===== config.mk =====
export PLATFORM = sky130hd
export DESIGN_NAME = match_frame_counter_flat
export DESIGN_NICKNAME = d
export VERILOG_FILES = /design/src/rtl/match_frame_counter_if.sv /design/src/rtl/match_frame_counter.sv /design/src/flat_wrapper.sv
export SDC_FILE = /design/constraint.sdc
export NUM_CORES = 1
export LEC_CHECK = 0
export ABC_CLOCK_PERIOD_IN_PS = 3600
export BUFFER_PORTS_ARGS = -buffer_cell sky130_fd_sc_hd__buf_2
export CORE_MARGIN = 3
export CORE_UTILIZATION = 50
export DETAILED_ROUTE_END_ITERATION = 8
export PLACE_DENSITY = 0.73
export SETUP_SLACK_MARGIN = 0.15
export SYNTH_ARGS = -nofsm -noshare
export SYNTH_HDL_FRONTEND = slang
export SYNTH_SLANG_ARGS = --single-unit

===== constraint.sdc =====
create_clock -name clk -period 3.6 [get_ports clk]
set_clock_uncertainty 0.2 [all_clocks]
set_input_delay 0.9 -clock clk [delete_from_list [all_inputs] [get_ports clk]]
set_output_delay 0.9 -clock clk [all_outputs]
set_load 0.01 [all_outputs]

===== src/rtl/match_frame_counter_if.sv =====
// Handshake bundle between the upstream detector/consumer and match_frame_counter.
// The master drives the match pulse and framing controls, and the slave returns the frame result.
interface match_frame_counter_if #(
  parameter int CNT_W = 4
) ();
  logic             z;
  logic             start;
  logic             stop;
  logic             result_ack;
  logic [CNT_W-1:0] count;
  logic             result_valid;
  logic             overrun;
  logic             busy;

  modport master (
    output z, start, stop, result_ack,
    input  count, result_valid, overrun, busy
  );

  modport slave (
    input  z, start, stop, result_ack,
    output count, result_valid, overrun, busy
  );
endinterface


===== src/rtl/match_frame_counter.sv =====
// Counts 1-0-1 detector match pulses over back-to-back frames of FRAME_LEN samples.
// Each result is published with a valid/ack handshake and a sticky overrun flag.
module match_frame_counter #(
  parameter int FRAME_LEN = 16,
  parameter int CNT_W     = 4
) (
  input  logic                 clk,
  input  logic                 rst,
  match_frame_counter_if.slave bus
);

  localparam int               BIT_W   = $clog2(FRAME_LEN);
  localparam logic [BIT_W-1:0] LAST    = BIT_W'(FRAME_LEN - 1);
  localparam logic [CNT_W-1:0] CNT_MAX = '1;

  typedef enum logic {IDLE, RUN} state_t;

  state_t             state_q, state_d;
  logic [BIT_W-1:0]   bit_q, bit_d;
  logic [CNT_W-1:0]   acc_q, acc_d;
  logic [CNT_W-1:0]   count_q, count_d;
  logic               valid_q, valid_d;
  logic               ovr_q, ovr_d;
  logic               busy_q;
  logic [CNT_W-1:0]   acc_sat;
  logic               frame_done;

  // The accumulator holds at its maximum once it is full instead of wrapping.
  assign acc_sat    = (acc_q == CNT_MAX) ? CNT_MAX : acc_q + CNT_W'(bus.z);
  assign frame_done = (state_q == RUN) && (bit_q == LAST);

  always_comb begin
    // NOTE: every signal gets a default before any branch so no path leaves it unassigned (no latch).
    state_d = state_q;
    bit_d   = bit_q;
    acc_d   = acc_q;
    count_d = count_q;
    valid_d = valid_q;
    ovr_d   = ovr_q;

    unique case (state_q)
      IDLE: begin
        if (bus.start && !bus.stop) begin
          state_d = RUN;
          bit_d   = '0;
          acc_d   = '0;
        end
      end
      RUN: begin
        if (frame_done) begin
          // Completing edge publishes even when stop is high, then stop takes effect.
          count_d = acc_sat;
          valid_d = 1'b1;
          if (valid_q && !bus.result_ack) ovr_d = 1'b1;
          acc_d   = '0;
          bit_d   = '0;
          if (bus.stop) state_d = IDLE;
        end else if (bus.stop) begin
          state_d = IDLE;
          acc_d   = '0;
          bit_d   = '0;
        end else begin
          acc_d = acc_sat;
          bit_d = bit_q + BIT_W'(1);
        end
      end
    endcase

    if (valid_q && bus.result_ack && !frame_done) valid_d = 1'b0;
  end

  always_ff @(posedge clk) begin
    // NOTE: sequential state uses non-blocking assignments so every register samples pre-edge values.
    if (rst) begin
      state_q <= IDLE;
      bit_q   <= '0;
      acc_q   <= '0;
      count_q <= '0;
      valid_q <= 1'b0;
      ovr_q   <= 1'b0;
      busy_q  <= 1'b0;
    end else begin
      state_q <= state_d;
      bit_q   <= bit_d;
      acc_q   <= acc_d;
      count_q <= count_d;
      valid_q <= valid_d;
      ovr_q   <= ovr_d;
      busy_q  <= (state_d == RUN);
    end
  end

  assign bus.count        = count_q;
  assign bus.result_valid = valid_q;
  assign bus.overrun      = ovr_q;
  assign bus.busy         = busy_q;

endmodule


===== src/flat_wrapper.sv =====
// flat-port wrapper written by rule: the top's interface ports become plain ports
module match_frame_counter_flat 
#(
  parameter int FRAME_LEN = 16,
  parameter int CNT_W     = 4
)
  (clk, rst, bus_z, bus_start, bus_stop, bus_result_ack, bus_count, bus_result_valid, bus_overrun, bus_busy);
  match_frame_counter_if #(.CNT_W(CNT_W)) bus_i ();
  input  logic clk;
  input  logic rst;
  input wire logic [$bits(bus_i.z)-1:0] bus_z;
  input wire logic [$bits(bus_i.start)-1:0] bus_start;
  input wire logic [$bits(bus_i.stop)-1:0] bus_stop;
  input wire logic [$bits(bus_i.result_ack)-1:0] bus_result_ack;
  output wire logic [$bits(bus_i.count)-1:0] bus_count;
  output wire logic [$bits(bus_i.result_valid)-1:0] bus_result_valid;
  output wire logic [$bits(bus_i.overrun)-1:0] bus_overrun;
  output wire logic [$bits(bus_i.busy)-1:0] bus_busy;
  assign bus_i.z = bus_z;
  assign bus_i.start = bus_start;
  assign bus_i.stop = bus_stop;
  assign bus_i.result_ack = bus_result_ack;
  assign bus_count = bus_i.count;
  assign bus_result_valid = bus_i.result_valid;
  assign bus_overrun = bus_i.overrun;
  assign bus_busy = bus_i.busy;
  match_frame_counter #(.FRAME_LEN(FRAME_LEN), .CNT_W(CNT_W)) u_core (.clk(clk), .rst(rst), .bus(bus_i));
endmodule

==> metrics list <==
- The run finished with clean final reports.
- Via count: 609
- The synthesized netlist devotes 15.97% of its cell area to compound gates.
- The first global-routing pass estimated approximately 2400 µm of wire.
- The total area inside the core boundary comes to 1201 µm².
- The worst path uses 54.73% of the clock period.
- The clock passes through at most 2 buffers.
* Number of antenna-violating nets in the routed design: 0
* Cell count after placement: about 100
* Placed wire-length estimate after detailed placement: 983.9 µm
- The library cell used most frequently in the layout, excluding fill and tap cells, is sky130_fd_sc_hd__dfxtp_1.
* Crit path max-delay family: flip-flops
* Synthesis Warnings: 0
* Final critical path time including I/O delays and setup: 1.970 ns
* Endpoint class of the critical path: output pin
* Type of the setup path with the least slack: flop to output pin
* Number of remaining DRC errors: 0
* Internal Pwr Total: between 0.2 and 0.25 mW
- The number of buffers and inverters on the critical path is 1.
* Count of max-cap constraint violations: 0
* Relative slew slack: between 70% and 80%
- Sequential group share of total power: 59.9%
- Counting every instance in the synthesized netlist gives 80.
- Post-cts gate resize count: 0
* Worst hold slack after final layout: 0.2709 ns
- Clock sinks: 15
- Summed over all layers, the routed wires come to 1419 µm.
- Area growth syn-to-layout: 11.98%
- Final hold violation count: 0
* CTS tree: done
* Antenna diodes: 0
- Starting utilization of the core area: 57.40%
- The post-route netlist has roughly 20% of its cells at a drive strength greater than 1.
- The path class of the tightest hold or removal check is flop to flop.
- Routability-driven placement finished with a final weighted congestion of 0.8140.
- After clock tree synthesis, the clock-pin slew on the worst setup and hold paths is 0.09 ns.
* Power Dens Cells: 364.1 nW/µm²
* Area contributors post-synth: sky130_fd_sc_hd__dfxtp_1 44%, sky130_fd_sc_hd__nand3_1 8.7%, sky130_fd_sc_hd__ha_1 5.4%
- Latest clock arrival within the worst-skew pair: 0.29 ns
* Number of register bits inferred by synthesis: 15
- The largest single stage delay on the critical path is 0.42 ns.
- Setup repair after global routing left no endpoint under its margin.
* Synth Area in Adders: 5.445%
- After the last flow step, the layout net total stands at 101.
- Number of global-route vias before repair: 557
* Top Ports: 13
- Setup violations remaining at the end of the flow were counted as 0.
- Worst vdd rail ir drop: 259.3 µV
* Share of the core filled with cells: 64.27%
- Dividing the detail-routed via count by the number of cells gives 5.800.
- Simple logic cell fraction of the synthesized area: 27.95%
- Share of total power consumed by net switching: around a quarter
- Mapped cell area: a little under 700 µm²
- Summing all non-filler instances in the final layout gives an area of 772.0 µm².
* Most area-hungry cell type in the Yosys netlist: sky130_fd_sc_hd__dfxtp_1
- The number of clock buffers added by TritonCTS is 3.
- Clock share of power: between 30% and 40%
- WP data arrival: 0.87 ns
* Overflow after GRT: 0
- Leakage dissipation: 0.3107 nW
- The max-slew violation total from the final report was 0.
* Per-cell routed wire length: approximately 14 µm
- Vertical extent of the die: 43.13 µm
- Sequential share of the synthesized area: 43.56%
* Number of standard cells in the final layout excluding fillers: 105
* Cell Chain, Critical Path: buf_2
- Combinational cells account for between 5 and 6% of the total power.
- After Yosys synthesis, XOR and XNOR cells account for between 1 and 1.5% of the synthesized area.
- Measured along the x axis, the die boundary spans 43.13 µm.
- Derived from the worst setup path, the maximum achievable clock frequency is approximately 0.5 GHz.
- After synthesis, the share of cell area in mux cells is 1.452%.
- In this run the cell area measured after placement is 744.5 µm².
- CP max stage cell: sky130_fd_sc_hd__dfxtp_1
* Number of hold buffers added after cts: 0
- Number of antenna violations at the first check in global routing: 0
* Worst slew pin tran: roughly 0.35 ns
- Floorplan die area: 1860 µm²
* Total negative setup slack: 0 ns
- The first detailed-routing pass took 4 iterations.
* Area fraction of the dominant cell type after synthesis: 43.56%
- Yosys mapped the design onto 27 distinct sky130hd cell types.
- Quantity of I/O buffers inserted on ports: 12
* Required time at the endpoint of the critical path: between 2 and 3 ns
- H-tree lvl count: 1
* Row count: 12
- Mean Syn Cell Area: 8.618 µm²
- The top cell types in the final layout, fill and taps aside, are 15 x sky130_fd_sc_hd__dfxtp_1, 12 x sky130_fd_sc_hd__nand3_1, 12 x sky130_fd_sc_hd__buf_2.
- The analysis attributes to net switching a power of 0.06757 mW.
* Clock root buffer master: sky130_fd_sc_hd__clkbuf_4
- The first routing iteration left 13 violations.
* Critical Path Source Type: flop
- By area, the combinational part of the netlist is dominated by simple AND/OR/NAND/NOR gates.
* Post-CTS Repair Setup Buffers: 0
- Overall fraction of global-route tracks in use: between 10% and 20%
- Largest net degree at the start of global routing: 14
* Net Count, Synth: 89
- Of all nets on the critical path, the largest fanout is 5.
[Yosys cell counts]
| master | number |
|---|---|
| sky130_fd_sc_hd__a211oi_1 | 3 |
| sky130_fd_sc_hd__o21ai_1 | 1 |
| sky130_fd_sc_hd__nor2b_2 | 1 |
| sky130_fd_sc_hd__nor2_1 | 8 |
| sky130_fd_sc_hd__inv_2 | 1 |
| sky130_fd_sc_hd__o21a_1 | 1 |
| sky130_fd_sc_hd__nor3_1 | 2 |
| sky130_fd_sc_hd__o211ai_1 | 3 |
| sky130_fd_sc_hd__clkbuf_1 | 2 |
| sky130_fd_sc_hd__nand2_1 | 2 |
| sky130_fd_sc_hd__mux2i_1 | 1 |
| sky130_fd_sc_hd__and4_1 | 2 |
| sky130_fd_sc_hd__o22ai_1 | 1 |
| sky130_fd_sc_hd__buf_2 | 3 |
| sky130_fd_sc_hd__a21oi_1 | 5 |
| sky130_fd_sc_hd__xor2_1 | 1 |
| sky130_fd_sc_hd__nand4_1 | 2 |
| sky130_fd_sc_hd__inv_1 | 1 |
| sky130_fd_sc_hd__nand2b_1 | 2 |
| sky130_fd_sc_hd__nand3b_1 | 1 |
| sky130_fd_sc_hd__ha_1 | 3 |
| sky130_fd_sc_hd__or4_1 | 1 |
| sky130_fd_sc_hd__a32oi_1 | 1 |
| sky130_fd_sc_hd__nand3_1 | 12 |
| sky130_fd_sc_hd__nor2b_1 | 3 |
| sky130_fd_sc_hd__dfxtp_1 | 15 |
| sky130_fd_sc_hd__a31oi_1 | 2 |
[registers in the layout, indices dropped and copies added, names as in the netlist]
name	count
u_core.acc_q	4
u_core.bit_q	4
u_core.bus.busy	1
u_core.bus.count	4
u_core.bus.overrun	1
u_core.bus.result_valid	1
[routing by layer]
layer	share of wire (%)	up-vias	global-route usage [%]	wire, µm
met5	0	-	0	0
met4	2.1	0	7.229	30
met3	3.8	5	3.814	54
met2	45	17	24.78	643
met1	49	270	22.19	690
li1	-	317	-	-
[path summary, 6_finish.rpt]
kind / from / endpoint / slack (ns) / depth (start not counted)
worst min-delay path: u_core.bus.count[3] / u_core.bus.count[3] / 0.27 / 2
worst max register to register: u_core.bit_q[0] / u_core.bus.count[0] / 2.04 / 4
worst max-delay path: u_core.bus.busy / bus_busy / 1.63 / 1
worst min register to register: u_core.bus.count[3] / u_core.bus.count[3] / 0.27 / 2
[through the flow]
step / total power [mW] / setup WS (ns)
CTS: 0.2836 / 1.631
detailed placement: 0.1872 / 1.465
finish: 0.2811 / 1.630
floorplan: 0.1810 / 1.630
global route: 0.2933 / 1.596
global placement: 0.1867 / 1.486
[power by group through the flow]
| stage | combinational, mW | sequential, mW | clock, mW |
|---|---|---|---|
| 5_1_grt | 0.0169 | 0.169 | 0.108 |
| 4_1_cts | 0.0152 | 0.168 | 0.100 |
| 6_report | 0.0151 | 0.168 | 0.0977 |
| 3_5_place_dp | 0.0151 | 0.172 | 0 |
| 3_3_place_gp | 0.0148 | 0.172 | 0 |
| 2_1_floorplan | 0.00886 | 0.172 | 0 |
[cells by family after synthesis]
family | after synthesis
xor+xnor | 1
fa+ha+maj | 3
flops | 15
mux | 1
simple gates | 36
buf+inv | 7
compound gates | 17
[layout make-up]
class,instances,area [µm²]
clock buffers,3,22.52
inverters,2,7.507
well taps,14,17.52
clock inverters,1,5.005
flip-flops and latches,15,300.3
repair buffers,12,60.06
fillers,119,429.2
multi-input cells,58,359.1
Power figures use the tool's default switching activity.
